File: config.mk
export PLATFORM = sky130hd
export DESIGN_NAME = uart_tx_fifo_flat
export DESIGN_NICKNAME = d
export VERILOG_FILES = /design/src/rtl/uart_pkg.sv /design/src/rtl/uart_tx_fifo_if.sv /design/src/rtl/uart_sync_fifo.sv /design/src/rtl/uart_tx_fifo.sv /design/src/flat_wrapper.sv
export SDC_FILE = /design/constraint.sdc
export NUM_CORES = 1
export LEC_CHECK = 0
export CAP_MARGIN = 30
export CORE_MARGIN = 2
export CORE_UTILIZATION = 30
export DETAILED_ROUTE_END_ITERATION = 16
export GPL_TIMING_DRIVEN = 0
export HOLD_SLACK_MARGIN = 0.1
export SETUP_SLACK_MARGIN = 0.15
export SLEW_MARGIN = 10
export SYNTH_ARGS = -nofsm -noshare
export SYNTH_HDL_FRONTEND = slang
export SYNTH_HIERARCHICAL = 1
export SYNTH_SLANG_ARGS = --single-unit
export TNS_END_PERCENT = 50
File: constraint.sdc
create_clock -name clk -period 2.9 [get_ports clk]
set_input_delay 0.87 -clock clk [delete_from_list [all_inputs] [get_ports clk]]
set_output_delay 0.87 -clock clk [all_outputs]
set_load 0.03 [all_outputs]
File: src/rtl/uart_pkg.sv
// Shared UART constants: parity modes, transmit FSM state codes and MIDI baud rate.
// Used by the transmit path and the receive path.
package uart_pkg;

  localparam int unsigned PARITY_NONE = 0;
  localparam int unsigned PARITY_EVEN = 1;
  localparam int unsigned PARITY_ODD  = 2;

  localparam int unsigned MIDI_BAUD = 31250;

  localparam logic [2:0] ST_IDLE   = 3'd0;
  localparam logic [2:0] ST_START  = 3'd1;
  localparam logic [2:0] ST_DATA   = 3'd2;
  localparam logic [2:0] ST_PARITY = 3'd3;
  localparam logic [2:0] ST_STOP   = 3'd4;

endpackage

File: src/rtl/uart_tx_fifo_if.sv
// Word handshake plus serial/status outputs of one buffered UART transmitter.
// The master pushes words; the slave is the transmitter.
interface uart_tx_fifo_if #(
  parameter int unsigned DATA_BITS  = 8,
  parameter int unsigned FIFO_DEPTH = 4
);
  localparam int unsigned LW = $clog2(FIFO_DEPTH) + 1;

  logic                 tx_valid;
  logic                 tx_ready;
  logic [DATA_BITS-1:0] data;
  logic                 tx;
  logic                 busy;
  logic [LW-1:0]        fifo_level;

  modport master (output tx_valid, data, input tx_ready, tx, busy, fifo_level);
  modport slave  (input tx_valid, data, output tx_ready, tx, busy, fifo_level);
endinterface

File: src/rtl/uart_sync_fifo.sv
// Single-clock FIFO with occupancy count; head word is visible combinationally.
// Push when full and pop when empty are ignored.
module uart_sync_fifo #(
  parameter int unsigned WIDTH = 8,
  parameter int unsigned DEPTH = 4
) (
  input  logic                     clk,
  input  logic                     rst,
  input  logic                     push,
  input  logic                     pop,
  input  logic [WIDTH-1:0]         wdata,
  output logic [WIDTH-1:0]         rdata_c,
  output logic                     full_c,
  output logic                     empty_c,
  output logic [$clog2(DEPTH):0]   level
);
  localparam int unsigned PW = $clog2(DEPTH);
  localparam int unsigned LW = PW + 1;

  logic [WIDTH-1:0] mem [DEPTH];
  logic [PW-1:0]    wr_ptr;
  logic [PW-1:0]    rd_ptr;
  logic             do_push;
  logic             do_pop;

  assign full_c  = (level == LW'(DEPTH));
  assign empty_c = (level == '0);
  assign rdata_c = mem[rd_ptr];
  assign do_push = push & ~full_c;
  assign do_pop  = pop & ~empty_c;

  always_ff @(posedge clk) begin
    if (do_push) mem[wr_ptr] <= wdata;
  end

  // Pointers wrap naturally because DEPTH is a power of two.
  always_ff @(posedge clk) begin
    if (!rst) begin
      wr_ptr <= '0;
      rd_ptr <= '0;
      level  <= '0;
    end else begin
      if (do_push) wr_ptr <= wr_ptr + PW'(1);
      if (do_pop)  rd_ptr <= rd_ptr + PW'(1);
      case ({do_push, do_pop})
        2'b10:   level <= level + LW'(1);
        2'b01:   level <= level - LW'(1);
        default: level <= level;
      endcase
    end
  end
endmodule

File: src/rtl/uart_tx_fifo.sv
// FIFO-buffered UART transmitter: start / LSB-first data / optional parity / stop bits,
// queued frames sent back-to-back.
module uart_tx_fifo
  import uart_pkg::*;
#(
  parameter int unsigned CLKS_PER_BIT = 32,
  parameter int unsigned DATA_BITS    = 8,
  parameter int unsigned PARITY       = PARITY_NONE,
  parameter int unsigned STOP_BITS    = 1,
  parameter int unsigned FIFO_DEPTH   = 4
) (
  input  logic            clk,
  input  logic            rst,
  uart_tx_fifo_if.slave   bus
);
  localparam int unsigned LW = $clog2(FIFO_DEPTH) + 1;
  localparam int unsigned CW = $clog2(CLKS_PER_BIT);
  localparam int unsigned BW = $clog2(DATA_BITS);

  if (CLKS_PER_BIT < 2) begin : g_bad_cpb
    $error("uart_tx_fifo: CLKS_PER_BIT must be >= 2");
  end
  if (DATA_BITS < 5 || DATA_BITS > 9) begin : g_bad_db
    $error("uart_tx_fifo: DATA_BITS must be 5..9");
  end
  if (PARITY > PARITY_ODD) begin : g_bad_par
    $error("uart_tx_fifo: PARITY must be 0, 1 or 2");
  end
  if (STOP_BITS < 1 || STOP_BITS > 2) begin : g_bad_sb
    $error("uart_tx_fifo: STOP_BITS must be 1 or 2");
  end
  if (FIFO_DEPTH < 2 || (FIFO_DEPTH & (FIFO_DEPTH - 1)) != 0) begin : g_bad_depth
    $error("uart_tx_fifo: FIFO_DEPTH must be a power of two >= 2");
  end

  logic [2:0]           state, state_n;
  logic [CW-1:0]        baud_cnt, baud_n;
  logic [BW-1:0]        bit_cnt, bit_n;
  logic [DATA_BITS-1:0] sr, sr_n;
  logic                 par_bit, par_n;
  logic                 tx_q, tx_n;
  logic                 ready_en;
  logic                 bit_end;
  logic                 push, pop;
  logic [DATA_BITS-1:0] head;
  logic                 head_par;
  logic                 full_c, empty_c;
  logic [LW-1:0]        level;

  uart_sync_fifo #(.WIDTH(DATA_BITS), .DEPTH(FIFO_DEPTH)) u_fifo (
    .clk     (clk),
    .rst     (rst),
    .push    (push),
    .pop     (pop),
    .wdata   (bus.data),
    .rdata_c (head),
    .full_c  (full_c),
    .empty_c (empty_c),
    .level   (level)
  );

  // Ready comes only from registered state: held low through reset, no pop-to-ready path.
  assign bus.tx_ready   = ready_en & ~full_c;
  assign push           = bus.tx_valid & bus.tx_ready;
  assign bus.tx         = tx_q;
  assign bus.busy       = (state != ST_IDLE) | ~empty_c;
  assign bus.fifo_level = level;

  assign bit_end  = (baud_cnt == CW'(CLKS_PER_BIT - 1));
  assign head_par = (PARITY == PARITY_ODD) ? ~^head : ^head;

  always_ff @(posedge clk) begin
    if (!rst) begin
      state    <= ST_IDLE;
      baud_cnt <= '0;
      bit_cnt  <= '0;
      sr       <= '0;
      par_bit  <= 1'b0;
      tx_q     <= 1'b1;
      ready_en <= 1'b0;
    end else begin
      state    <= state_n;
      baud_cnt <= baud_n;
      bit_cnt  <= bit_n;
      sr       <= sr_n;
      par_bit  <= par_n;
      tx_q     <= tx_n;
      ready_en <= 1'b1;
    end
  end

  always_comb begin
    state_n = state;
    baud_n  = bit_end ? '0 : baud_cnt + CW'(1);
    bit_n   = bit_cnt;
    sr_n    = sr;
    par_n   = par_bit;
    tx_n    = tx_q;
    pop     = 1'b0;
    case (state)
      ST_IDLE: begin
        baud_n = '0;
        bit_n  = '0;
        tx_n   = 1'b1;
        if (!empty_c) begin
          pop     = 1'b1;
          sr_n    = head;
          par_n   = head_par;
          tx_n    = 1'b0;
          state_n = ST_START;
        end
      end
      ST_START: begin
        if (bit_end) begin
          tx_n    = sr[0];
          state_n = ST_DATA;
        end
      end
      ST_DATA: begin
        if (bit_end) begin
          sr_n = sr >> 1;
          if (bit_cnt == BW'(DATA_BITS - 1)) begin
            bit_n = '0;
            if (PARITY != PARITY_NONE) begin
              tx_n    = par_bit;
              state_n = ST_PARITY;
            end else begin
              tx_n    = 1'b1;
              state_n = ST_STOP;
            end
          end else begin
            bit_n = bit_cnt + BW'(1);
            tx_n  = sr[1];
          end
        end
      end
      ST_PARITY: begin
        if (bit_end) begin
          tx_n    = 1'b1;
          state_n = ST_STOP;
        end
      end
      ST_STOP: begin
        // Chain straight into the next queued frame with no idle cycle.
        if (bit_end) begin
          if (bit_cnt == BW'(STOP_BITS - 1)) begin
            bit_n = '0;
            if (!empty_c) begin
              pop     = 1'b1;
              sr_n    = head;
              par_n   = head_par;
              tx_n    = 1'b0;
              state_n = ST_START;
            end else begin
              tx_n    = 1'b1;
              state_n = ST_IDLE;
            end
          end else begin
            bit_n = bit_cnt + BW'(1);
          end
        end
      end
      default: begin
        tx_n    = 1'b1;
        state_n = ST_IDLE;
      end
    endcase
  end
endmodule

File: src/flat_wrapper.sv
// flat-port wrapper written by rule: the top's interface ports become plain ports
module uart_tx_fifo_flat import uart_pkg::*;
#(
  parameter int unsigned CLKS_PER_BIT = 32,
  parameter int unsigned DATA_BITS    = 8,
  parameter int unsigned PARITY       = PARITY_NONE,
  parameter int unsigned STOP_BITS    = 1,
  parameter int unsigned FIFO_DEPTH   = 4
)
  (clk, rst, bus_tx_valid, bus_data, bus_tx_ready, bus_tx, bus_busy, bus_fifo_level);
  uart_tx_fifo_if #(.DATA_BITS(DATA_BITS), .FIFO_DEPTH(FIFO_DEPTH)) bus_i ();
  input  logic clk;
  input  logic rst;
  input wire logic [$bits(bus_i.tx_valid)-1:0] bus_tx_valid;
  input wire logic [$bits(bus_i.data)-1:0] bus_data;
  output wire logic [$bits(bus_i.tx_ready)-1:0] bus_tx_ready;
  output wire logic [$bits(bus_i.tx)-1:0] bus_tx;
  output wire logic [$bits(bus_i.busy)-1:0] bus_busy;
  output wire logic [$bits(bus_i.fifo_level)-1:0] bus_fifo_level;
  assign bus_i.tx_valid = bus_tx_valid;
  assign bus_i.data = bus_data;
  assign bus_tx_ready = bus_i.tx_ready;
  assign bus_tx = bus_i.tx;
  assign bus_busy = bus_i.busy;
  assign bus_fifo_level = bus_i.fifo_level;
  uart_tx_fifo #(.CLKS_PER_BIT(CLKS_PER_BIT), .DATA_BITS(DATA_BITS), .PARITY(PARITY), .STOP_BITS(STOP_BITS), .FIFO_DEPTH(FIFO_DEPTH)) u_core (.clk(clk), .rst(rst), .bus(bus_i));
endmodule
### Yosys cells after proc, flatten, opt, wreduce, memory -nomap -nowiden

Memories as Yosys holds them, arrays and structs flattened. A register that Yosys moved wholly into a read port is not among the register bits.
Cells that the tools add are included.

* add/sub/neg operators: 6
* multipliers: 0
* div/mod/pow operators: 0
* $lt $le $gt $ge: 0
* equal/unequal tests: 16
* shift operators: 0
* mux-type cells: 37
* bitwise operators: 8
* reduce and logical (&&, ||, !) cells: 11

Operator list (count)
* $mux W3: 11
* $mux W8: 4
* $pmux W8 S3: 1
* $pmux W3 S5: 1
* $mux W1: 14
* $ne A2 B1 Y1 const B: 6
* $eq A3 B3 Y1 const B: 3
* $logic_not A3 Y1: 3
* $pmux W3 S3: 1
* $reduce_and A7 Y1: 1
* $add A3 B1 Y3 const B: 2
* $eq A3 B2 Y1 const B: 2
* $pmux W3 S2: 1
* $reduce_bool A3 Y1: 2
* $add A5 B1 Y5 const B: 1
* $eq A5 B5 Y1 const B: 1
* $pmux W1 S5: 1
* $reduce_and A5 Y1: 1
* $add A2 B1 Y2 const B: 2
* $and A1 B1 Y1: 4
* $mux W2: 2
* $reduce_and A4 Y1: 1
* $eq A3 B1 Y1 const B: 1
* $not A1 Y1: 3
* other kinds (9): 9

* register bits after elaboration: 28
* latch bits: 0
* bits in writable memories: 32
* ROM bits: 0
* input bits: 11
* output and inout bits: 6
* logic and storage cells: 88
* memories: 1

Memories
* u_core.u_fifo.mem: words 4, width 8, read ports 1, clocked after Yosys merged registers in 1, write ports 1, RTL line uart_sync_fifo.sv:20 `logic [WIDTH-1:0] mem [DEPTH];`

### Logic depth before layout (Yosys ltp)

Gate-level depths: netlist of the first run.

* depth after elaboration: 8
* depth in mapped cells: 12
* depth with buffers taken out: 12

### Cells and area by module

The synthesis of the first run kept the hierarchy.

By module, submodules not included
* uart_sync_fifo: times used 1, cells an instance 96, area each 1644.1 um^2, seq. area each 1141.1 um^2
* uart_tx_fifo: times used 1, cells an instance 125, area each 1159.9 um^2, seq. area each 420.4 um^2

### Least setup slack after synthesis of the first run

No wires, ideal clock.

* path type: register -> register
* start point: register u_core.baud_cnt[0]
* end point: register u_core.u_fifo.level[2]
* library setup time: 0.070 ns
* arrival: 2.863 ns
* data required time: 2.830 ns
* setup slack: -0.033 ns
* stages on the path, launching flop included: 13
* buffers on the path: 0
* period minus slack after synthesis: 2.933 ns
* cell sequence: dfxtp_1 -> ha_1 -> and3_1 -> ha_1 -> nand3b_1 -> a2111oi_2 -> nor2b_1 -> ha_1 -> inv_1 -> fa_1 -> xor2_1 -> or3_1 -> a21boi_1

* longest elaborated chain between the ends: 6
* elaborated cells between the ends (all ways): 8
* classes of those cells: 3 x eq/ne; 3 x mux; 1 x bitwise; 1 x reduce/logical

RTL lines
* start: declaration: RTL line uart_tx_fifo.sv:37 `logic [CW-1:0] baud_cnt, baud_n;`
* start signal: assignment: RTL line uart_tx_fifo.sv:83 `baud_cnt <= baud_n;`
* $eq A5 B5 Y1 (*): RTL line uart_tx_fifo.sv:69 `assign bit_end = (baud_cnt == CW'(CLKS_PER_BIT - 1));`
* $mux W1 (*): RTL line uart_tx_fifo.sv:145 `if (bit_end) begin`
* $pmux W1 S2 (*): RTL line uart_tx_fifo.sv:100 `case (state)`
* via u_core.pop: RTL line uart_tx_fifo.sv:44 `logic push, pop;`
* $and A1 B1 Y1 (*): RTL line uart_sync_fifo.sv:30 `assign do_pop = pop & ~empty_c;`
* via u_core.u_fifo.do_pop: RTL line uart_sync_fifo.sv:24 `logic do_pop;`
* $eq A2 B1 Y1 / $eq A2 B2 Y1 (equally long branches): RTL line uart_sync_fifo.sv:45 `case ({do_push, do_pop})`
* $pmux W3 S2 / $reduce_bool A2 Y1 (equally long branches)
* end signal: assignment: RTL line uart_sync_fifo.sv:46 `2'b10: level <= level + LW'(1);`
* end signal: assignment: RTL line uart_sync_fifo.sv:47 `2'b01: level <= level - LW'(1);`
* end signal: assignment: RTL line uart_sync_fifo.sv:48 `default: level <= level;`
* end: declaration: RTL line uart_sync_fifo.sv:15 `output logic [$clog2(DEPTH):0] level`

The timed path passes the listed nets; every way through them passes the cells marked *.
A chain may end at the register's enable or synchronous reset.

### Worst setup path after layout of the first run

* start point: register u_core.baud_cnt[1]
* end point: register u_core.u_fifo.level[2]

Same word-level chain as after synthesis.

==> impl_results.md, run 1 <==
* Nets@finish at approximately 280
* Synth Flop Type: edfxtp_1
* Max-cap check violation count at 0
* Power Density at between 800 and 900 nW/um^2
* Wire per inst at roughly 14 um
* Final hold slack at between 0.4 and 0.5 ns
* Syn Inst Count at ~220
* Crit path launch type: flip-flop
* Ports at 17
* Post-Route WL at roughly 5000 um
* Grt ovf at 0
* Area Overhead vs Synth at 21.8%
* Avg Cell Area, Syn at roughly 13 um^2
* #FFs+latches synth at 62
* Worst-path clk slew at roughly 0.070 ns
* Initial antenna violation count at 0
* Placed Area at 3130 um^2
* Crit path required time at between 3 and 4 ns
* Die height at 101 um
* Final Skew at 0.00368 ns
* Routability cong. at approximately 0.80
* CP Class: reg -> reg
* Total track usage at roughly 11%
* Hold buffers post-CTS at 0
* Async SR Flop Fraction at 0%
* Buffers on Ports at 16
* Min cycle time layout at 2.77 ns
* Layout cells sized above 1 at roughly 21%
* Vias at between 1500 and 2000
* Worst slew pin tran at about 0.48 ns
* Rows at 35
* Mapped Area at approximately 2800 um^2
* Largest net degree at the start of global routing at 14
* Final Cycle Share at 95.5%
* Final Max Slew Viols at 0
* Number of synthesized flops with an enable pin at 32
* Final instance area at approximately 3400 um^2
* RSZ-0062 raised after global routing: true
* # H-tree levels at 3
* Global-route wire length before repair at 8580 um
* TritonCTS buffer count at 9
* Chip Width at between 100 and 150 um
* Clock Sinks at 62
* DRC violations left at 0
* Hold Fails Final Rpt at 0
* Worst vdd ir at around 320 uV
* Routed Antenna Nets at 0
* Initial Util at 30.6%
* DIE AREA at around 10000 um^2
* LEAKAGE at between 1 and 1.5 nW
* Placed insts at between 300 and 400
* Finished Layout Cells at 372
* CTS root buffer: clkbuf_8
* Core ar. at slightly above 9000 um^2
* FMAX at 361 MHz
* Final HPWL DP at around 3400 um
* DRT Pass-1 Iters at 4
* Vias/cell at 4.82
* Synth cell types at 48
* Critical Path Sink Type: flip-flop
* Critical Path Fanout Max at 4
* Initial DRC count at 69
* Post-synthesis sequential area ratio at between 50% and 60%
* Worst Path Arrival at 3.04 ns
* HP Class: reg -> reg
* Status: finished, final reports clean
* Clk Latency, worst-skew pair at approximately 0.33 ns
* Vias in the first global route at approximately 1800
* Yosys warning total at 6
* Post-Syn Nets at approximately 240
* CTS tree: built
* Worst slew margin at just under 70%
* Antenna Cells at 0
* Final setup violation count at 0
* Max clock buf depth at 2
[area by class of cell]
cell class	count	area (um^2)
fill	884	5740
multi-input combinational	134	1190
clock inverter	7	57.6
sequential	62	1560
clock buffer	9	124
timing repair buffer	24	216
inverter	13	48.8
tap	111	139
buffer	12	75.1
[per-layer routing]
layer	GRT usage, %	wire [um]	vias up
li1	-	-	889
met1	13.5	2300	871
met2	17.7	2520	23
met3	3.40	146	9
met4	4.53	61	0
met5	0	0	-
[flip-flops by register name, indices dropped and copies added, names as in the netlist, named ones only]
| register | cells |
|---|---|
| u_core/sr | 8 |
| u_core/baud_cnt | 5 |
| u_core/bit_cnt | 3 |
| u_core/ready_en | 1 |
| u_core/u_fifo/wr_ptr | 2 |
| u_core/bus.tx | 1 |
| u_core/u_fifo/level | 3 |
| u_core/u_fifo/rd_ptr | 2 |
| u_core/u_fifo/mem | 32 |
| u_core/state | 3 |
[through the flow]
step                      setup WS (ns)  setup TNS (ns)  utilization, %  total power [mW]
after global placement          -0.0347         -0.0347            34.2              2.15
final                             0.129               0            37.3              2.89
after CTS                         0.114               0            36.9              2.91
after detailed placement        -0.0893         -0.0893            34.2              2.17
after global routing           -0.00845        -0.00845            37.3              3.08
after floorplan                   0.158               0               -              1.92
[kinds of logic after synthesis]
group | Yosys count | share of synthesized area [%]
buf+inv | 25 | 4.42
flops | 62 | 55.7
simple gates | 56 | 11.7
compound gates | 44 | 11.4
fa+ha+maj | 12 | 5.53
xor+xnor | 5 | 1.56
mux | 17 | 9.64
[path summary, 6_finish.rpt]
| check | from | endpoint | slack, ns | cells after the start |
|---|---|---|---|---|
| worst min register to register | u_core/bit_cnt[1] | u_core/bit_cnt[1] | 0.49 | 2 |
| worst max-delay path | u_core/baud_cnt[1] | u_core/u_fifo/level[2] | 0.13 | 12 |
| worst max register to register | u_core/baud_cnt[1] | u_core/u_fifo/level[2] | 0.13 | 12 |
| worst min-delay path | u_core/bit_cnt[1] | u_core/bit_cnt[1] | 0.49 | 2 |
[cells in the mapped netlist, types with 2 or more instances]
library cell,n,area (um^2)
nor2_1,12,45.0
or3_1,2,12.5
o21ai_0,9,45.0
a21oi_1,11,55.1
nor2b_1,5,31.3
buf_2,3,15.0
dfxtp_1,30,601
o2bb2ai_1,2,17.5
mux2i_1,9,90.1
inv_1,12,45.0
buf_6,2,22.5
nand2b_1,2,12.5
and2_1,10,62.6
nand4bb_1,2,22.5
nand2_1,10,37.5
xor2_1,2,17.5
ha_1,10,125
buf_4,3,22.5
clkbuf_1,4,15.0
xnor2_1,3,26.3
mux4_2,8,180
a311oi_1,7,61.3
o22a_1,2,17.5
a21boi_1,2,15.0
o22ai_1,2,12.5
nor3b_2,2,25.0
a2111oi_2,2,30.0
nand3b_1,2,15.0
edfxtp_1,32,961
[where the power goes]
part           total (mW)  leakage [nW]  switching (mW)  internal, mW
clock               0.688        0.0942           0.368         0.320
combinational        1.10         0.511           0.591         0.507
sequential           1.11         0.536          0.0804          1.03
total                2.89          1.14            1.04          1.85
[layout by cell type (no fill, tap or decap), types with 3 or more instances in the layout]
cell type and count:
nand2_1 10, clkinv_4 4, mux4_2 8, nor2b_1 4, clkdlybuf4s50_1 15, and2_1 10, a21oi_1 11, ha_4 3
mux2i_1 9, inv_1 12, a311oi_1 7, edfxtp_1 32, o21ai_0 9, xnor2_1 3, ha_1 7, dfxtp_1 28
buf_2 3, clkbuf_1 4, nor2_1 12, clkbuf_8 9, buf_4 10
[what timing repair did]
item / CTS / global route
setup endpoints to repair: 3 / 2
pin swaps: 3 / 2
buffers inserted: 3 / 4
resized for setup: 7 / 0
[worst max-delay path: stages, from the launching register on]
cell,delay [ns]
dfxtp_2,0.36
ha_4,0.14
and3_4,0.18
ha_4,0.14
nand3b_1,0.16
a2111oi_4,0.36
nor2b_4,0.24
ha_4,0.15
inv_1,0.05
fa_2,0.33
xor2_1,0.15
or3_1,0.30
a21boi_1,0.14
Power figures use the tool's default switching activity.
==> run 2: changes to the inputs <==
--- a/config.mk
+++ b/config.mk
@@ -5,8 +5,8 @@
 export SDC_FILE = /design/constraint.sdc
 export NUM_CORES = 1
 export LEC_CHECK = 0
+export ABC_CLOCK_PERIOD_IN_PS = 2900
 export CAP_MARGIN = 30
-export CORE_MARGIN = 2
 export CORE_UTILIZATION = 30
 export DETAILED_ROUTE_END_ITERATION = 16
 export GPL_TIMING_DRIVEN = 0
==> impl_results.md, run 2 (synthesis gave the netlist of run 1 again) <==
* Status: finished, final reports clean (unchanged)
* Largest net degree at the start of global routing at 12 (was 14)
* Power Internal at 2.12 mW (was 1.85 mW)
* Max-cap check violation count at 0 (unchanged)
* Nets@finish at 278 (unchanged)
* Area Overhead vs Synth at 24.1% (was 21.8%)
* Crit path launch type: flip-flop (unchanged)
* Crit path required time at 3.17 ns (about the same)
* Hold buffers post-CTS at 0 (unchanged)
* Post-Route WL at 4850 um (was 5030 um)
* Biggest regs: u_core/u_fifo/mem (32), u_core/sr (8), u_core/baud_cnt (5) (unchanged)
* Top reg by flops: u_core/u_fifo/mem (unchanged)
* # H-tree levels at 3 (unchanged)
* Commonest non-fill, non-tap cell in the layout: edfxtp_1 (unchanged)
* Top cell by count, worst path: ha_4 (unchanged)
* Worst path slowest cell: a2111oi_4 (was dfxtp_2)
* Worst vdd ir at 388 uV (was 316 uV)
* Min cycle time layout at 2.72 ns (was 2.77 ns)
* Crit path cell chain: ha_4 -> and3_4 -> ha_4 -> nand3b_1 -> a2111oi_4 -> nor2b_4 -> ha_4 -> inv_1 -> fa_2 -> xor2_1 -> or3_1 -> a21boi_1 (unchanged)
* Worst Path Arrival at 2.98 ns (was 3.04 ns)
* Rows at 34 (was 35)
* FMAX at 368 MHz (was 361 MHz)
* GR Util met2 at 17.8% (was 17.7%)
* Final Skew at 0.00643 ns (was 0.00368 ns)
* Setup TNS at 0 ns (unchanged)
* Hold Fails Final Rpt at 0 (unchanged)
* Final Max Slew Viols at 0 (unchanged)
* CP Class: reg -> reg (unchanged)
* Antenna Cells at 0 (unchanged)
* Vias/cell at 4.70 (was 4.82)
* Register share of total power at 35.6% (was 38.3%)
* Layout cells sized above 1 at 21.1% (was 21.5%)
* Commonest cells after routing, fill and taps aside: edfxtp_1 (32), dfxtp_1 (28), clkdlybuf4s50_1 (15) (unchanged)
* Max clock buf depth at 2 (unchanged)
* Vias at 1733 (was 1792)
* Buffers & Inverters on Critical Path at 1 (unchanged)
* Core ar. at 8890 um^2 (was 9150 um^2)
* DIE AREA at 9740 um^2 (was 10100 um^2)
* Initial DRC count at 109 (was 69)
* Initial antenna violation count at 0 (unchanged)
* Wire per inst at 13.1 um (was 13.5 um)
* Ports at 17 (unchanged)
* Worst slew margin at 68.7% (was 67.3%)
* CTS tree: built (unchanged)
* RSZ-0062 raised after global routing: true (unchanged)
* GRT met3 Usage at 3.76% (was 3.40%)
* Clock Sinks at 62 (unchanged)
* Switching share of power at 31.9% (was 35.9%)
* Global-route wire length before repair at 8260 um (was 8580 um)
* Final HPWL DP at 3320 um (was 3410 um)
* LEAKAGE at 1.17 nW (was 1.14 nW)
* TritonCTS buffer count at 9 (unchanged)
* Die height at 98.7 um (was 101 um)
* Routability cong. at 0.747 (was 0.805)
* Chip Width at 98.7 um (was 101 um)
* Clk Latency, worst-skew pair at 0.33 ns (about the same)
* Routed Antenna Nets at 0 (unchanged)
* Worst-path clk slew at 0.07 ns (about the same)
* Worst path max stage delay at 0.37 ns (was 0.36 ns)
* Sw Pwr at 0.995 mW (was 1.04 mW)
* HP Class: reg -> reg (unchanged)
* Grt ovf at 0 (unchanged)
* Met1 Use GR at 13.6% (was 13.5%)
* CTS root buffer: clkbuf_8 (unchanged)
* Clk pwr share at 29.7% (was 23.8%)
* Comb pwr share at 34.7% (was 38.0%)
* Total Power at 3.12 mW (was 2.89 mW)
* CP top delay family: simple AND/OR/NAND/NOR gates (unchanged)
* Total track usage at 11.0% (was 10.9%)
* Critical Path Sink Type: flip-flop (unchanged)
* Most used routing layer: met2 (unchanged)
* Initial Util at 31.5% (was 30.6%)
* DRC violations left at 0 (unchanged)
* Final setup violation count at 0 (unchanged)
* Vias in the first global route at 1704 (was 1811)
* Power Density at 896 nW/um^2 (was 847 nW/um^2)
* Worst slew pin tran at 0.470 ns (was 0.484 ns)
* Buffers on Ports at 16 (unchanged)
* Number of flip-flops in the largest register at 32 (unchanged)
* Critical Path Fanout Max at 3 (was 4)
* DRT Pass-1 Iters at 4 (unchanged)
* Final Cycle Share at 93.6% (was 95.5%)
-- run 2: final timing paths --
path	cells past startpoint	to	slack, ns	from
hold / removal	1	u_core/baud_cnt[0]	0.44	u_core/baud_cnt[0]
setup reg to reg	12	u_core/u_fifo/level[2]	0.18	u_core/baud_cnt[1]
setup / recovery	12	u_core/u_fifo/level[2]	0.18	u_core/baud_cnt[1]
hold reg to reg	1	u_core/baud_cnt[0]	0.44	u_core/baud_cnt[0]
-- run 2: what timing repair did --
action | CTS | global route
buffers inserted | 3 | 4
pin swaps | 5 | 4
endpoints found under the setup margin | 3 | 2
resized for setup | 7 | 1
-- run 2: area by class of cell --
type	count	area (um^2)
plain buffers	12	75.1
clock buffers	11	141
clock inverters	5	106
fillers	818	5410
inverters	13	48.8
multi-input cells	134	1190
flip-flops and latches	62	1570
well taps	108	135
repair buffers	24	216
-- run 2: per-layer routing --
metal,up-vias,routed length (um)
met2,27,2330
met5,-,0
met3,7,178
met1,812,2270
met4,0,65
li1,887,-
-- run 2: power by group through the flow --
stage	logic, mW	clock network [mW]	registers (mW)
detailed placement	1.05	0	1.12
floorplan	0.785	0	1.13
global route	1.20	0.984	1.12
global placement	1.04	0	1.12
CTS	1.08	0.949	1.11
finish	1.08	0.925	1.11
-- run 2: metrics by stage --
stage	util [%]	hold slack (ns)	worst slack, ns	instance area [um^2]	instances
floorplan	-	0.395	0.158	2840	221
global placement	35.2	0.402	-0.0448	3130	345
global route	39.1	0.455	0.0595	3480	369
CTS	38.7	0.455	0.0740	3440	364
detailed placement	35.2	0.414	-0.0987	3130	345
finish	39.1	0.440	0.185	3480	369
==> run 3: changes to the inputs <==
--- a/config.mk
+++ b/config.mk
@@ -11,7 +11,7 @@
 export DETAILED_ROUTE_END_ITERATION = 16
 export GPL_TIMING_DRIVEN = 0
 export HOLD_SLACK_MARGIN = 0.1
-export SETUP_SLACK_MARGIN = 0.15
+export SETUP_SLACK_MARGIN = 0.4
 export SLEW_MARGIN = 10
 export SYNTH_ARGS = -nofsm -noshare
 export SYNTH_HDL_FRONTEND = slang
==> impl_results.md, run 3 (synthesis gave the netlist of run 1 again) <==
* Status: finished, final reports clean (unchanged)
* Worst vdd ir at 351 uV (was 388 uV)
* Nets@finish at 279 (was 278)
* TritonCTS buffer count at 9 (unchanged)
* Final Max Slew Viols at 0 (unchanged)
* Worst Path Arrival at 3.01 ns (was 2.98 ns)
* CTS tree: built (unchanged)
* Grt ovf at 0 (unchanged)
* Biggest regs: u_core/u_fifo/mem (32), u_core/sr (8), u_core/baud_cnt (5) (unchanged)
* Util after Layout at 38.3% (was 39.1%)
* Top reg by flops: u_core/u_fifo/mem (unchanged)
* CP Launch Point: u_core/baud_cnt[0] (was u_core/baud_cnt[1])
* GRT met3 Usage at 4.26% (was 3.76%)
* Hold Fails Final Rpt at 0 (unchanged)
* Die height at 98.7 um (unchanged)
* Buffers on Ports at 16 (unchanged)
* Max-cap check violation count at 0 (unchanged)
* Initial antenna violation count at 0 (unchanged)
* Layout cells sized above 1 at 21.5% (was 21.1%)
* Origin of the worst min-delay path: u_core/baud_cnt[0] (unchanged)
* Final Skew at 0.0108 ns (was 0.00643 ns)
* HP Class: reg -> reg (unchanged)
* Setup TNS at 0 ns (unchanged)
* Total track usage at 11.3% (was 11.0%)
* Commonest cells after routing, fill and taps aside: edfxtp_1 (32), dfxtp_1 (28), clkdlybuf4s50_1 (15) (unchanged)
* DRC violations left at 0 (unchanged)
* Clk Latency, worst-skew pair at 0.34 ns (was 0.33 ns)
* Max clock buf depth at 2 (unchanged)
* Largest net degree at the start of global routing at 12 (unchanged)
* CTS root buffer: clkbuf_8 (unchanged)
* Most used routing layer: met2 (unchanged)
* DRT Pass-1 Iters at 4 (unchanged)
* RR Startpoint: u_core/baud_cnt[0] (was u_core/baud_cnt[1])
* FMAX at 366 MHz (was 368 MHz)
* LEAKAGE at 1.14 nW (was 1.17 nW)
* Chip Width at 98.7 um (unchanged)
* Number of flip-flops in the largest register at 32 (unchanged)
* RSZ-0062 raised after global routing: true (unchanged)
* Critical Path Sink Type: flip-flop (unchanged)
* Core ar. at 8890 um^2 (unchanged)
* Worst slew margin at 37.4% (was 68.7%)
* Global-route wire length before repair at 8340 um (was 8260 um)
* Area Overhead vs Synth at 21.3% (was 24.1%)
* Vias in the first global route at 1684 (was 1704)
* Commonest non-fill, non-tap cell in the layout: edfxtp_1 (unchanged)
* Placed Area at 3160 um^2 (was 3130 um^2)
* Ports at 17 (unchanged)
* Power Density at 834 nW/um^2 (was 896 nW/um^2)
* Min cycle time layout at 2.73 ns (was 2.72 ns)
* Critical Path Fanout Max at 3 (unchanged)
* Worst slew pin tran at 0.928 ns (was 0.470 ns)
* Initial DRC count at 37 (was 109)
* Crit path launch type: flip-flop (unchanged)
* Post-Route WL at 4990 um (was 4850 um)
* # H-tree levels at 3 (unchanged)
* Vias at 1762 (was 1733)
* GR Util met2 at 17.9% (was 17.8%)
* Final HPWL DP at 3370 um (was 3320 um)
* Crit path required time at 3.17 ns (about the same)
* DIE AREA at 9740 um^2 (unchanged)
* Wire per inst at 13.5 um (was 13.1 um)
* Worst-path clk slew at 0.07 ns (about the same)
* Routed Antenna Nets at 0 (unchanged)
* Final worst slack at 0.168 ns (was 0.185 ns)
* Antenna Cells at 0 (unchanged)
* Final Cycle Share at 94.2% (was 93.6%)
* Routability cong. at 0.751 (was 0.747)
* Met1 Use GR at 13.7% (was 13.6%)
* Rows at 34 (unchanged)
* Clock Sinks at 62 (unchanged)
* Final setup violation count at 0 (unchanged)
* Final instance area at 3400 um^2 (was 3480 um^2)
* Vias/cell at 4.78 (was 4.70)
* Dpl ws at -0.0209 ns (was -0.0987 ns)
* Initial Util at 31.5% (unchanged)
* CP Class: reg -> reg (unchanged)
run 3: changes by cell type in the layout (fill, tap and decap cells not counted), sizes merged:
cell,change
bufinv,-3
clkbuf,-3
clkinv,+3
buf,+2
inv,+1
run 3: layer usage:
layer  wire length, um  share of wire (%)  vias up
met2              2430                 49       18
met1              2320                 46      847
met3               160                3.2        7
li1                  -                  -      890
met4                78                1.6        0
met5                 0                  0        -
run 3: stage by stage:
step / cells / power [mW] / hold slack, ns
finish: 369 / 2.84 / 0.443
global route: 369 / 3.03 / 0.470
CTS: 367 / 2.86 / 0.445
detailed placement: 345 / 2.17 / 0.435
global placement: 345 / 2.16 / 0.428
floorplan: 221 / 1.92 / 0.420
run 3: path summary, 6_finish.rpt:
path / endpoint / slack [ns] / cells after the start
worst max-delay path: u_core/u_fifo/level[2] / 0.17 / 12
worst min-delay path: u_core/baud_cnt[0] / 0.44 / 1
worst max register to register: u_core/u_fifo/level[2] / 0.17 / 12
worst min register to register: u_core/baud_cnt[0] / 0.44 / 1
run 3: timing repair:
item / CTS / global route
hold buffers: 0 / 0
endpoints found under the hold margin: 0 / 0
resized for setup: 4 / 1
setup endpoints to repair: 4 / 4
buffers inserted: 7 / 2
pin swaps: 4 / 1
run 3: critical path, cell delays in order, from the launching register on:
cell	delay [ns]
dfxtp_2	0.36
ha_4	0.13
and3_4	0.18
ha_4	0.13
nand3b_1	0.16
a2111oi_4	0.39
nor2b_4	0.24
ha_4	0.14
inv_2	0.03
fa_2	0.32
xor2_1	0.15
or3_1	0.30
a21boi_1	0.11
run 3: power breakdown:
part | internal, mW | switching (mW) | leakage (nW)
sequential | 1.03 | 0.0828 | 0.536
clock | 0.303 | 0.328 | 0.0829
combinational | 0.504 | 0.591 | 0.519
run 3: final cells by class:
| type | instances | area, um^2 |
|---|---|---|
| buffer | 12 | 75.1 |
| clock buffer | 9 | 124 |
| clock inverter | 6 | 38.8 |
| fill | 854 | 5490 |
| inverter | 13 | 48.8 |
| multi-input combinational | 134 | 1190 |
| sequential | 62 | 1560 |
| tap | 108 | 135 |
| timing repair buffer | 25 | 226 |
